## src/rtl/serial_cmd_parser_if.sv

```systemverilog
// UART receive-side byte channel feeding serial_cmd_parser.
// The master drives bytes; the parser consumes them through the slave modport.
interface serial_cmd_parser_if;
  logic       iRx_ready;
  logic [7:0] iData;

  modport master (output iRx_ready, output iData);
  modport slave  (input  iRx_ready, input  iData);
endinterface

```

## src/rtl/serial_cmd_parser.sv

```systemverilog
// Frames HDR0 HDR1 M[0..N-1] SIG KICK CRC_H CRC_L END from UART bytes and checks CRC-16/CCITT-FALSE.
// Optional macro WATCHDOG_STOP_EN zeroes motor and signal outputs after WDOG_CYC cycles without a valid frame.
module serial_cmd_parser #(
  parameter int unsigned NUM_MOTORS  = 3,
  parameter logic [7:0]  HDR0        = 8'hFF,
  parameter logic [7:0]  HDR1        = 8'hFA,
  parameter logic [7:0]  END_BYTE    = 8'h00,
  parameter int unsigned TIMEOUT_CYC = 50000,
  parameter int unsigned WDOG_CYC    = 5000000
) (
  input  logic                    iCLK,
  input  logic                    iRst_n,
  serial_cmd_parser_if.slave      rx_if,
  output logic [8*NUM_MOTORS-1:0] oCMD_Motor,
  output logic [7:0]              oSignal,
  output logic [7:0]              oKick,
  output logic                    oRx_done,
  output logic                    oCrcSuccess,
  output logic [15:0]             oCrc,
  output logic                    oFrameErr,
  output logic [15:0]             oPktCount
);
  localparam int unsigned PW = NUM_MOTORS + 2;
  localparam int unsigned IW = $clog2(PW);
  localparam int unsigned TW = $clog2(TIMEOUT_CYC + 1);

  typedef enum logic [2:0] {
    S_IDLE    = 3'd0,
    S_HDR     = 3'd1,
    S_PAYLOAD = 3'd2,
    S_CRCH    = 3'd3,
    S_CRCL    = 3'd4,
    S_END     = 3'd5
  } state_t;

  state_t        r_state;
  logic          r_rdy_q;
  logic [IW-1:0] r_idx;
  logic [15:0]   r_crc;
  logic [15:0]   r_rx_crc;
  logic [7:0]    r_shadow [PW];
  logic [TW-1:0] r_tmo_cnt;

  logic          w_accept;
  logic          w_frame_ok;
  logic [15:0]   w_crc_next;

`ifdef WATCHDOG_STOP_EN
  localparam int unsigned WW = $clog2(WDOG_CYC + 1);
  logic [WW-1:0] r_wdog_cnt;
`endif

  function automatic logic [15:0] crc16_byte(input logic [15:0] crc_in, input logic [7:0] data);
    logic [15:0] c;
    c = crc_in ^ {data, 8'h00};
    for (int i = 0; i < 8; i++) begin
      c = c[15] ? ((c << 1) ^ 16'h1021) : (c << 1);
    end
    return c;
  endfunction

  assign w_accept   = rx_if.iRx_ready & ~r_rdy_q;
  assign w_crc_next = crc16_byte(r_crc, rx_if.iData);
  assign w_frame_ok = w_accept && (r_state == S_END) && (rx_if.iData == END_BYTE) && (r_crc == r_rx_crc);

  // Frame FSM, inter-byte timeout and all registered outputs.
  always_ff @(posedge iCLK) begin
    if (!iRst_n) begin
      r_state     <= S_IDLE;
      r_rdy_q     <= 1'b0;
      r_idx       <= '0;
      r_crc       <= 16'hFFFF;
      r_rx_crc    <= 16'h0000;
      r_tmo_cnt   <= '0;
      for (int k = 0; k < PW; k++) r_shadow[k] <= 8'h00;
      oCMD_Motor  <= '0;
      oSignal     <= 8'h00;
      oKick       <= 8'h00;
      oRx_done    <= 1'b0;
      oCrcSuccess <= 1'b0;
      oCrc        <= 16'h0000;
      oFrameErr   <= 1'b0;
      oPktCount   <= 16'h0000;
`ifdef WATCHDOG_STOP_EN
      r_wdog_cnt  <= '0;
`endif
    end else begin
      r_rdy_q   <= rx_if.iRx_ready;
      oRx_done  <= 1'b0;
      oFrameErr <= 1'b0;
      if (w_accept) begin
        r_tmo_cnt <= '0;
        case (r_state)
          S_IDLE: begin
            if (rx_if.iData == HDR0) r_state <= S_HDR;
            else                     r_state <= S_IDLE;
          end
          // A repeated HDR0 keeps us here so FF FF FA still synchronises.
          S_HDR: begin
            if (rx_if.iData == HDR1) begin
              r_state <= S_PAYLOAD;
              r_idx   <= '0;
              r_crc   <= 16'hFFFF;
            end else if (rx_if.iData != HDR0) begin
              r_state <= S_IDLE;
            end else begin
              r_state <= S_HDR;
            end
          end
          S_PAYLOAD: begin
            r_shadow[r_idx] <= rx_if.iData;
            r_crc           <= w_crc_next;
            if (r_idx == IW'(PW - 1)) r_state <= S_CRCH;
            else                      r_idx   <= r_idx + IW'(1);
          end
          S_CRCH: begin
            r_rx_crc[15:8] <= rx_if.iData;
            r_state        <= S_CRCL;
          end
          S_CRCL: begin
            r_rx_crc[7:0] <= rx_if.iData;
            r_state       <= S_END;
          end
          S_END: begin
            r_state <= S_IDLE;
            if (rx_if.iData == END_BYTE) begin
              oRx_done    <= 1'b1;
              oCrc        <= r_crc;
              oCrcSuccess <= (r_crc == r_rx_crc);
              if (w_frame_ok) begin
                for (int k = 0; k < NUM_MOTORS; k++) oCMD_Motor[8*k +: 8] <= r_shadow[k];
                oSignal   <= r_shadow[NUM_MOTORS];
                oKick     <= r_shadow[NUM_MOTORS + 1];
                oPktCount <= oPktCount + 16'd1;
              end else begin
                oPktCount <= oPktCount;
              end
            end else begin
              oFrameErr <= 1'b1;
            end
          end
          default: r_state <= S_IDLE;
        endcase
      end else if (r_state != S_IDLE) begin
        if (r_tmo_cnt == TW'(TIMEOUT_CYC - 1)) begin
          oFrameErr <= 1'b1;
          r_state   <= S_IDLE;
          r_tmo_cnt <= '0;
        end else begin
          r_tmo_cnt <= r_tmo_cnt + TW'(1);
        end
      end else begin
        r_tmo_cnt <= '0;
      end
`ifdef WATCHDOG_STOP_EN
      // Saturated watchdog keeps the motors parked until the next valid frame.
      if (w_frame_ok) begin
        r_wdog_cnt <= '0;
      end else if (r_wdog_cnt == WW'(WDOG_CYC)) begin
        oCMD_Motor <= '0;
        oSignal    <= 8'h00;
      end else begin
        r_wdog_cnt <= r_wdog_cnt + WW'(1);
      end
`endif
    end
  end
endmodule

```

## src/flat_wrapper.sv

```systemverilog
// flat-port wrapper written by rule: the top's interface ports become plain ports
module serial_cmd_parser_flat 
#(
  parameter int unsigned NUM_MOTORS  = 3,
  parameter logic [7:0]  HDR0        = 8'hFF,
  parameter logic [7:0]  HDR1        = 8'hFA,
  parameter logic [7:0]  END_BYTE    = 8'h00,
  parameter int unsigned TIMEOUT_CYC = 50000,
  parameter int unsigned WDOG_CYC    = 5000000
)
  (iCLK, iRst_n, oCMD_Motor, oSignal, oKick, oRx_done, oCrcSuccess, oCrc, oFrameErr, oPktCount, rx_if_iRx_ready, rx_if_iData);
  serial_cmd_parser_if rx_if_i ();
  input  logic iCLK;
  input  logic iRst_n;
  output logic [8*NUM_MOTORS-1:0] oCMD_Motor;
  output logic [7:0] oSignal;
  output logic [7:0] oKick;
  output logic oRx_done;
  output logic oCrcSuccess;
  output logic [15:0] oCrc;
  output logic oFrameErr;
  output logic [15:0] oPktCount;
  input wire logic [$bits(rx_if_i.iRx_ready)-1:0] rx_if_iRx_ready;
  input wire logic [$bits(rx_if_i.iData)-1:0] rx_if_iData;
  assign rx_if_i.iRx_ready = rx_if_iRx_ready;
  assign rx_if_i.iData = rx_if_iData;
  serial_cmd_parser #(.NUM_MOTORS(NUM_MOTORS), .HDR0(HDR0), .HDR1(HDR1), .END_BYTE(END_BYTE), .TIMEOUT_CYC(TIMEOUT_CYC), .WDOG_CYC(WDOG_CYC)) u_core (.iCLK(iCLK), .iRst_n(iRst_n), .rx_if(rx_if_i), .oCMD_Motor(oCMD_Motor), .oSignal(oSignal), .oKick(oKick), .oRx_done(oRx_done), .oCrcSuccess(oCrcSuccess), .oCrc(oCrc), .oFrameErr(oFrameErr), .oPktCount(oPktCount));
endmodule
```

## config.mk

```make
export PLATFORM = sky130hd
export DESIGN_NAME = serial_cmd_parser_flat
export DESIGN_NICKNAME = d
export VERILOG_FILES = /design/src/rtl/serial_cmd_parser_if.sv /design/src/rtl/serial_cmd_parser.sv /design/src/flat_wrapper.sv
export SDC_FILE = /design/constraint.sdc
export NUM_CORES = 1
export LEC_CHECK = 0
export BUFFER_PORTS_ARGS = -buffer_cell sky130_fd_sc_hd__buf_4
export CAP_MARGIN = 20
export CELL_PAD_IN_SITES_DETAIL_PLACEMENT = 1
export CELL_PAD_IN_SITES_GLOBAL_PLACEMENT = 2
export CORE_ASPECT_RATIO = 1.1
export CORE_UTILIZATION = 39
export CTS_CLUSTER_SIZE = 28
export DETAILED_ROUTE_END_ITERATION = 10
export PLACE_DENSITY_LB_ADDON = 0.12
export SYNTH_ARGS = -nofsm -noshare
export SYNTH_HDL_FRONTEND = slang
export SYNTH_SLANG_ARGS = --single-unit
export TNS_END_PERCENT = 100
```

## constraint.sdc

```tcl
create_clock -name iCLK -period 6.8 [get_ports iCLK]
set_clock_uncertainty 0.05 [all_clocks]
set_input_delay 0.68 -clock iCLK [delete_from_list [all_inputs] [get_ports iCLK]]
set_output_delay 0.68 -clock iCLK [all_outputs]
set_load 0.05 [all_outputs]
```

==> qor_table.md <==
| Quantity | This run | Unit |
|:---|:---|:---|
| Setup_tns | 0 | ps |
| Total setup buffers inserted after CTS | 0 | - |
| Number of antenna violations at the first check in global routing | 0 | - |
| Die span in x | 132 | microns |
| Number of clock sinks | 170 | - |
| Logic depth of the worst register-to-register path | 6 | - |
| Cells on Worst Hold Path | 2 | - |
| List of cells traversed by the critical path | xor2_1, nor4_2, nand4_2, buf_4, or4_1, a21oi_1 | - |
| Detailed router's first-iteration violation count | 339 | - |
| Min Tclk post-route | 3120 | ps |
| Switching Share | 22.5 | % |
| CTS hold repair buffers | 0 | - |
| Growth of design area from synthesis to finish | 19.3 | % |
| IO buf count | 85 | - |
| Pwr dens | 239 | nW/um^2 |
| Total net switching power | 0.468 | mW |
| # diodes | 0 | - |
| Crit Path Category | flip-flop to flip-flop | - |
| Floorplan die area | 19200 | sq um |
| Resize count post-CTS | 0 | - |
| Flop and latch count out of synthesis | 170 | - |
| Final total power | 2.08 | mW |
| Global-route wire length before repair | 32.1 | mm |
| Crit path arrival time | 3420 | ps |
| Y dimension of the die | 145 | microns |
| Finished layout cell area | 8680 | sq um |
| Post-Synthesis Cell Area | 7280 | sq um |
| Cell count after synthesis | 773 | - |
| Internal | 1.61 | mW |
| Post-DP HPWL | 13.3 | mm |
| Source of the worst register-to-register timing path | u_core.r_crc[12] | - |
| Number of warnings reported in the yosys synthesis log | 0 | - |
| Post-synthesis mux area share | 2.20 | % |
| Unrepaired setup endpoints after global routing | no | - |
| Synth Area in Adders | 0.688 | % |
| Critical path required time | 7100 | ps |
| Total number of vias | 5763 | - |
| Dominant combinational cell family by area after synthesis | simple AND/OR/NAND/NOR gates | - |
| CTS tree | done | - |
| Critical-path maximum fanout | 39 | - |
| Global placement routability congestion | 0.796 | - |
| Reg2Reg Capture Point | u_core.oPktCount[3] | - |
| Proportion of synthesized chip area in sequential cells | 52.3 | % |
| Transition time at the pin with the least slew margin | 1010 | ps |
| Kind of launch point of the worst setup path | flip-flop | - |
| Flop pwr share | 50.4 | % |
| GR Util All Layers | 21.2 | % |
| Compound-cell area share of the yosys netlist | 12.7 | % |
| Number of DRC violations after detailed routing | 0 | - |
| TritonRoute pass-1 iters | 4 | - |
| Cells after DPL | 1048 | - |
| Fraction of registers with async set or reset after synthesis | 0 | % |
| CTS H-tree lvls | 4 | - |
| Cell with the biggest individual delay on the critical path | sky130_fd_sc_hd__nand4_2 | - |
| Worst min-delay path startpoint | u_core.oCrc[8] | - |
| Number of library cell types mapped by synthesis | 49 | - |
| Status | finished clean | - |
| Largest stage delay on the critical path | 720 | ps |
| Clock-pin slew reported for the worst setup and hold paths after clock tree synthesis | 70 | ps |
| Average cell area after synthesis | 9.41 | sq um |
| Count of endpoints failing hold in the final timing report | 0 | - |
| Part of the total power dissipated in the clock network | 47.0 | % |
| Synthesized-area fraction occupied by and/or/nand/nor cells | 22.1 | % |
| Count of boundary I/O pins | 86 | - |
| Commonest cells after routing, fill and taps aside | sky130_fd_sc_hd__dfxtp_1 (130), sky130_fd_sc_hd__buf_4 (92), sky130_fd_sc_hd__a21oi_1 (78) | - |
| Worst Hold Path EP | u_core.oCrc[8] | - |
| Clock latency of the later-clocked register in the worst-skew pair | 430 | ps |
| Commonest non-fill, non-tap cell in the layout | sky130_fd_sc_hd__dfxtp_1 | - |
| Final design utilization | 47.3 | % |
| Maximum number of pins on one net before global-route repair | 96 | - |
| XOR/XNOR share of the synthesized area | 6.38 | % |
| Combinational share of power | 2.6 | % |
| Highest achievable clock rate | 0.321 | GHz |
| WL final | 19.4 | mm |
| Post-Layout Cell Count | 1085 | - |
| Pleak | 3.10 | nW |
| Top flip-flop cell by instance count after synthesis | sky130_fd_sc_hd__dfxtp_1 | - |
| Number of pins with negative max-slew slack in the final report | 0 | - |
| Max Root-Sink Buffers | 2 | - |
| Peak VDD IR | 0.186 | mV |
| Worst-case headroom to the max-slew limit | 32.4 | % |
| Core region area | 18300 | sq um |
| Number of enable-type register cells in the synthesized netlist | 40 | - |
| Synth Net Count | 788 | - |
| Via-per-instance ratio | 5.31 | - |
| Number of clock buffers inserted by TritonCTS | 17 | - |
| Remaining antenna violation count | 0 | - |
| Rows | 52 | - |
| Initial cell density of the core | 39.7 | % |
| Number of max-cap violations | 0 | - |
| Type of the most critical hold path | flip-flop to flip-flop | - |
| Net count reported at finish | 844 | - |
| Root buffer cell | sky130_fd_sc_hd__clkbuf_16 | - |
| Type of element capturing the critical path | flip-flop | - |
| Worst-case register-to-register setup slack | 3680 | ps |
| Cell area reported after detailed placement | 8030 | sq um |
| Average wire length per cell after detail routing | 17.8 | microns |
| Fraction of layout cells with a size suffix above 1 | 16.0 | % |
| Total global routing overflow | 0 | - |
| Final-report setup violation count | 0 | - |
| Via count of the first global-routing pass | 6024 | - |
| Share of the clock period used by the worst path | 45.8 | % |
## state kept, by name, indices dropped and copies added, names as in the netlist
name	count
u_core.oCMD_Motor	24
u_core.oFrameErr	1
u_core.oRx_done	1
u_core.r_state	3
u_core.oCrc	16
u_core.oSignal	8
u_core.oKick	8
u_core.oPktCount	16
u_core.r_tmo_cnt	16
u_core.r_shadow	40
u_core.r_idx	3
u_core.r_crc	16
u_core.oCrcSuccess	1
u_core.r_rx_crc	16
u_core.r_rdy_q	1
## metrics by stage
stage / hold WS [ps] / worst slack [ps]
floorplan: 368 / 4430
finish: 406 / 3680
global placement: 381 / 3540
CTS: 409 / 3660
global route: 419 / 3470
detailed placement: 396 / 3360
## power by group through the flow
stage	clock network, mW	registers (mW)	logic (mW)
after floorplan	0	1.07	0.0352
after global placement	0	1.07	0.0513
after detailed placement	0	1.07	0.0530
after CTS	1.00	1.05	0.0534
after global routing	1.05	1.05	0.0586
final	0.976	1.05	0.0537
## cell families after synthesis
family          after synthesis
simple gates                300
flops                       170
buf+inv                      65
xor+xnor                     53
compound gates              165
fa+ha+maj                     4
mux                          16
## per-layer routing
| metal | global-route usage [%] | vias up | share of wire [%] | wire (microns) |
|---|---|---|---|---|
| met1 | 27.4 | 2804 | 46 | 8970 |
| met3 | 3.77 | 13 | 3.8 | 744 |
| met5 | 0 | - | 0 | 0 |
| li1 | - | 2851 | - | - |
| met2 | 36.4 | 95 | 49 | 9430 |
| met4 | 5.34 | 0 | 1.1 | 208 |
## worst max-delay path: cells and delay by family (launching register included)
family	cells	cell delay (ps)
AND/OR/NAND/NOR	3	1620
buffers and inverters	1	540
flip-flops	1	480
AO/OA/AOI/OAI	1	170
XOR/XNOR	1	160
## cell usage after synthesis, types with 7 or more instances
library cell / instances / area (sq um)
sky130_fd_sc_hd__dfxtp_1: 130 / 2600
sky130_fd_sc_hd__a21oi_1: 78 / 390
sky130_fd_sc_hd__nand2_1: 71 / 267
sky130_fd_sc_hd__nand3_1: 65 / 325
sky130_fd_sc_hd__clkbuf_1: 51 / 191
sky130_fd_sc_hd__o21ai_1: 48 / 240
sky130_fd_sc_hd__nor2_1: 45 / 169
sky130_fd_sc_hd__and2_1: 43 / 269
sky130_fd_sc_hd__edfxtp_1: 40 / 1200
sky130_fd_sc_hd__xor2_1: 32 / 280
sky130_fd_sc_hd__xnor2_1: 21 / 184
sky130_fd_sc_hd__mux2i_1: 16 / 160
sky130_fd_sc_hd__o31ai_1: 12 / 90.1
sky130_fd_sc_hd__or4_1: 12 / 90.1
sky130_fd_sc_hd__and3_1: 11 / 68.8
sky130_fd_sc_hd__nand4_1: 10 / 62.6
sky130_fd_sc_hd__nand2b_1: 7 / 43.8
sky130_fd_sc_hd__nor4_1: 7 / 43.8
## worst max path at each step
| stage | startpoint | slack [ps] | endpoint | cells after the start |
|---|---|---|---|---|
| floorplan | rx_if_iData[3] | 4430 | u_core.oPktCount[2] | 7 |
| global placement | rx_if_iData[3] | 3540 | u_core.oPktCount[6] | 6 |
| detailed placement | rx_if_iData[0] | 3360 | u_core.oPktCount[3] | 6 |
| CTS | u_core.r_crc[12] | 3660 | u_core.oPktCount[3] | 6 |
| global route | u_core.r_crc[3] | 3470 | u_core.oPktCount[10] | 6 |
| finish | u_core.r_crc[12] | 3680 | u_core.oPktCount[3] | 6 |
## area by class of cell
class	instances	area, sq um
clock buffers	18	429
clock inverters	14	165
fillers	2093	9670
inverters	6	22.5
multi-input cells	538	3210
flip-flops and latches	170	3800
well taps	243	304
repair buffers	96	743
No activity file was read; power rests on OpenSTA's default activity.
